<file path="src/rtl/serial_mag_compare.sv">
// Multi-cycle unsigned magnitude comparator: walks 2-bit digit pairs MSB-first
// through the combinational `comparator` cell and stops on the first unequal digit.

module comparator (
  input  logic [1:0] x,
  input  logic [1:0] y,
  output logic       eq,
  output logic       le,
  output logic       gt
);

  // le is strictly "x less than y".
  assign eq = (x == y);
  assign le = (x <  y);
  assign gt = (x >  y);

endmodule

module serial_mag_compare #(
  parameter int WIDTH = 8
) (
  input  logic             clk,
  input  logic             rst_n,
  input  logic             start,
  input  logic [WIDTH-1:0] a,
  input  logic [WIDTH-1:0] b,
  output logic             busy,
  output logic             done,
  output logic             eq,
  output logic             lt,
  output logic             gt
);

  localparam int NDIG  = WIDTH / 2;
  localparam int IDX_W = (NDIG > 1) ? $clog2(NDIG) : 1;

  typedef enum logic [1:0] {
    IDLE = 2'd0,
    RUN  = 2'd1,
    DONE = 2'd2
  } state_t;

  state_t           state, state_nxt;
  logic [WIDTH-1:0] ra, rb;
  logic [IDX_W-1:0] idx;
  logic [1:0]       dig_a, dig_b;
  logic             cell_eq, cell_le, cell_gt;
  logic             accept, last_dig, decided;

  // NOTE: every always_comb output gets a default first, so no path leaves it
  // unassigned and no latch is inferred.
  always_comb begin
    dig_a = '0;
    dig_b = '0;
    for (int k = 0; k < NDIG; k++) begin
      if (idx == IDX_W'(k)) begin
        dig_a = ra[2*k +: 2];
        dig_b = rb[2*k +: 2];
      end
    end
  end

  comparator u_cell (
    .x  (dig_a),
    .y  (dig_b),
    .eq (cell_eq),
    .le (cell_le),
    .gt (cell_gt)
  );

  assign accept   = start && (state != RUN);
  assign last_dig = (idx == '0);
  assign decided  = cell_gt || cell_le || (cell_eq && last_dig);

  always_comb begin
    state_nxt = state;
    case (state)
      IDLE:    if (accept)  state_nxt = RUN;
      RUN:     if (decided) state_nxt = DONE;
      DONE:    state_nxt = accept ? RUN : IDLE;
      default: state_nxt = IDLE;
    endcase
  end

  assign busy = (state == RUN);
  assign done = (state == DONE);

  // NOTE: ra/rb are deliberately left out of reset; they are only read in RUN,
  // which is always entered through a load.
  always_ff @(posedge clk) begin
    if (accept) begin
      ra <= a;
      rb <= b;
    end
  end

  // NOTE: state is written with non-blocking assignments so every register in
  // this block samples pre-edge values, independent of statement order.
  always_ff @(posedge clk) begin
    if (!rst_n) begin
      state <= IDLE;
      idx   <= '0;
      eq    <= 1'b0;
      lt    <= 1'b0;
      gt    <= 1'b0;
    end else begin
      state <= state_nxt;
      if (accept) begin
        idx <= IDX_W'(NDIG - 1);
        eq  <= 1'b0;
        lt  <= 1'b0;
        gt  <= 1'b0;
      end else if (state == RUN) begin
        if (cell_gt)
          gt <= 1'b1;
        else if (cell_le)
          lt <= 1'b1;
        else if (cell_eq && last_dig)
          eq <= 1'b1;
        else
          idx <= idx - 1'b1;
      end
    end
  end

endmodule

</file>
<file path="config.mk">
export PLATFORM = sky130hd
export DESIGN_NAME = serial_mag_compare
export DESIGN_NICKNAME = d
export VERILOG_FILES = /design/src/rtl/serial_mag_compare.sv
export SDC_FILE = /design/constraint.sdc
export NUM_CORES = 1
export LEC_CHECK = 0
export BUFFER_PORTS_ARGS = -buffer_cell sky130_fd_sc_hd__buf_2
export CAP_MARGIN = 20
export CORE_MARGIN = 2
export CORE_UTILIZATION = 47
export CTS_CLUSTER_SIZE = 28
export DETAILED_ROUTE_END_ITERATION = 12
export GPL_TIMING_DRIVEN = 1
export PLACE_DENSITY = 0.74
export SLEW_MARGIN = 20
export SYNTH_ARGS = -nofsm -noshare
export SYNTH_HDL_FRONTEND = slang
export SYNTH_SLANG_ARGS = --single-unit
export TNS_END_PERCENT = 1
</file>
<file path="constraint.sdc">
create_clock -name clk -period 2.6 [get_ports clk]
set_input_delay 0.26 -clock clk [delete_from_list [all_inputs] [get_ports clk]]
set_output_delay 0.26 -clock clk [all_outputs]
set_load 0.01 [all_outputs]
</file>
==> reports/results.txt <==
Critical path data required time = 2.83 ns
Final Hold Vio Count = 0
FF-to-FF setup slack = 0.18 ns
Die area = 2570 µm²
Period utilization = 93.2%
Final Power = 0.788 mW
# fillers = 168
Chip width = 50.7 µm
Nets = 134
Routed WL = 1720 µm
Rel. slew slack = 62.3%
Post-layout util = 61.5%
Outcome = complete, no violations
Core Box Area = 2000 µm²
Pin count of the biggest net entering global routing = 17
# port buffers = 23
Drt wl/cell = 12.7 µm
Overall routing resource usage = 15.1%
Min-delay src = a[3]
Peak supply drop = 0.000462 V
Most frequent cells in the layout = buf_2, edfxtp_1, inv_1
Grt peak-use layer = met2
Sequential area share after synthesis = 60.6%
Most common cell after layout, fill and taps aside = buf_2
Dpl cells = 129
1st-iter DRT viols = 9
Distinct cell type count after synthesis = 30
Worst r2r src = idx[0]$_SDFFE_PN0P_
Clock Path Buffers = 2
Async S/R FF share, synth = 0%
Startpoint types = flop
M2 GR Usage = 24.6%
CP max stage delay = 0.41 ns
Cts hold-fix bufs = 0
Reg clk slew, reported paths = 0.12 ns
CTS buffer count = 3
Max Cap Viol = 0
Worst Path Arrival = 2.66 ns
# DRC = 0
Crit path buf inv count = 1
First-pass GRT wire length = 2830 µm
Setup crit start = idx[0]$_SDFFE_PN0P_
Fin. max-slew vios = 0
TritonCTS clock tree = yes
Warnings, synthesis = 0
Crit-path leading delay family = compound AO/OA/AOI/OAI gates
Vias in the first global route = 696
Syn avg cell area = 13.0 µm²
Fmax = 413 MHz
H-tree depth = 1
Minimum clock period = 2.42 ns
Initial core utilization = 51.1%
Crit-path max FO = 4
Slew of the pin with the lowest slew margin = 0.565 ns
Post-synth net total = 104
Layout Skew = 0.00777 ns
R2R Path End = idx[1]$_SDFFE_PN0P_
Pwr dens = 640 nW/µm²
RePlAce Congestion = 0.831
Slowest library cell on the worst path = or3_4
RSZ-0062 raised after global routing = no
Hold EP = ra[3]$_DFFE_PP_
Area contributors post-synth = edfxtp_1, dfxtp_1, ha_1
Antenna violations before repair = 0
Place WS = 0.110 ns
Most used DFF post-synth = edfxtp_1
Area Overhead vs Synth = 20.3%
HP Class = input port to flop
Worst setup EP type = flop
Via Count = 692
Clk Latency, worst-skew pair = 0.31 ns
Final worst slack = 0.177 ns
FF+latch count, synth = 23
Root Buffer = clkbuf_4
Mapped Cells = 79
Hold path depth = 1
Via/cell ratio = 5.13
Chip Height = 50.7 µm
Top Ports = 24
Largest area contributor in the netlist = edfxtp_1
First-pass DRT Iterations = 4
Critical Path Most Common Cell = ha_1
Met3 Usage GRT = 2.38%
Antenna Cells = 0
Placed cell areas = 1180 µm²
Hold slack = 0.110 ns
Design Area, Final = 1230 µm²
R2R cell count = 9
Number of endpoints failing setup at the final stage = 0
Yosys top cell area share = 46.9%
Final HPWL DP = 1280 µm
Lkg Pwr = 0.543 nW
ANT nets after route = 0
GR met1 Demand/Resource = 18.8%
CP cell instances = inv_1 -> ha_1 -> nor2b_2 -> a221o_1 -> a22oi_1 -> ha_1 -> nand4b_4 -> or3_4 -> a311oi_2
Setup_tns = 0 ns
Share of layout cells above drive strength 1 = 34.3%
Mapped cell area = 1020 µm²
CTS sink cnt = 23
Grt ovf = 0
Setup CP Type = flop to flop
Post-Layout Cell Count = 135
Number of flops mapped to enable cells by yosys = 16
FP Rows = 16
power breakdown:
part | internal (mW) | total (mW) | leakage [nW] | switching [mW]
clock network | 0.0600 | 0.161 | 0.0150 | 0.101
registers | 0.422 | 0.433 | 0.212 | 0.0115
logic | 0.0946 | 0.194 | 0.316 | 0.0991
area by class of cell:
class	count	area (µm²)	share of cell area, %
Inverter	9	33.8	2.74
Clock buffer	4	26.3	2.13
Sequential cell	23	623	50.6
Multi-Input combinational cell	46	377	30.6
Tap cell	27	33.8	2.74
Timing Repair Buffer	26	138	11.2
worst max-delay path by stage:
stage                     endpoint  slack, ns  cells after the start
2_1_floorplan  idx[1]$_SDFFE_PN0P_       0.24                      9
4_1_cts        idx[1]$_SDFFE_PN0P_       0.06                      9
5_1_grt        idx[1]$_SDFFE_PN0P_      0.005                      9
6_report       idx[1]$_SDFFE_PN0P_       0.18                      9
3_3_place_gp   idx[1]$_SDFFE_PN0P_       0.19                      9
3_5_place_dp   idx[1]$_SDFFE_PN0P_       0.11                      9
state kept, by name, indices dropped and copies added (netlist names):
signal and cells:
idx 2, lt 1, eq 1, ra 8
state 2, gt 1, rb 8
synth_stat cells (2+ instances only):
library cell and number:
a21oi_1 7, a221o_1 2, a22oi_1 2, dfxtp_1 7, edfxtp_1 16, ha_1 6, inv_1 9, nand2_1 4
nor2b_1 4, o21ai_0 2
repair_timing:
| item | 4_1_cts | 5_1_grt |
|---|---|---|
| gates resized for setup | 0 | 5 |
| hold endpoints to repair | 0 | 0 |
| endpoints found under the setup margin | 0 | 3 |
| buffers inserted | 0 | 2 |
logic make-up (layout without fill, tap and decap cells):
family / count (synthesis) / after routing / share of synthesized area [%]
adder cells (fa/ha/maj): 6 / 6 / 7.33
AO/OA/AOI/OAI: 22 / 22 / 15.6
AND/OR/NAND/NOR: 18 / 18 / 12.7
flip-flops: 23 / 23 / 60.6
buffers and inverters: 10 / 39 / 3.67
layer usage:
metal  up-vias  wire length [µm]
met5         -                 0
met4         0                38
met3         5                59
met2        14               833
met1       319               783
li1        354                 -
Power figures use the tool's default switching activity.
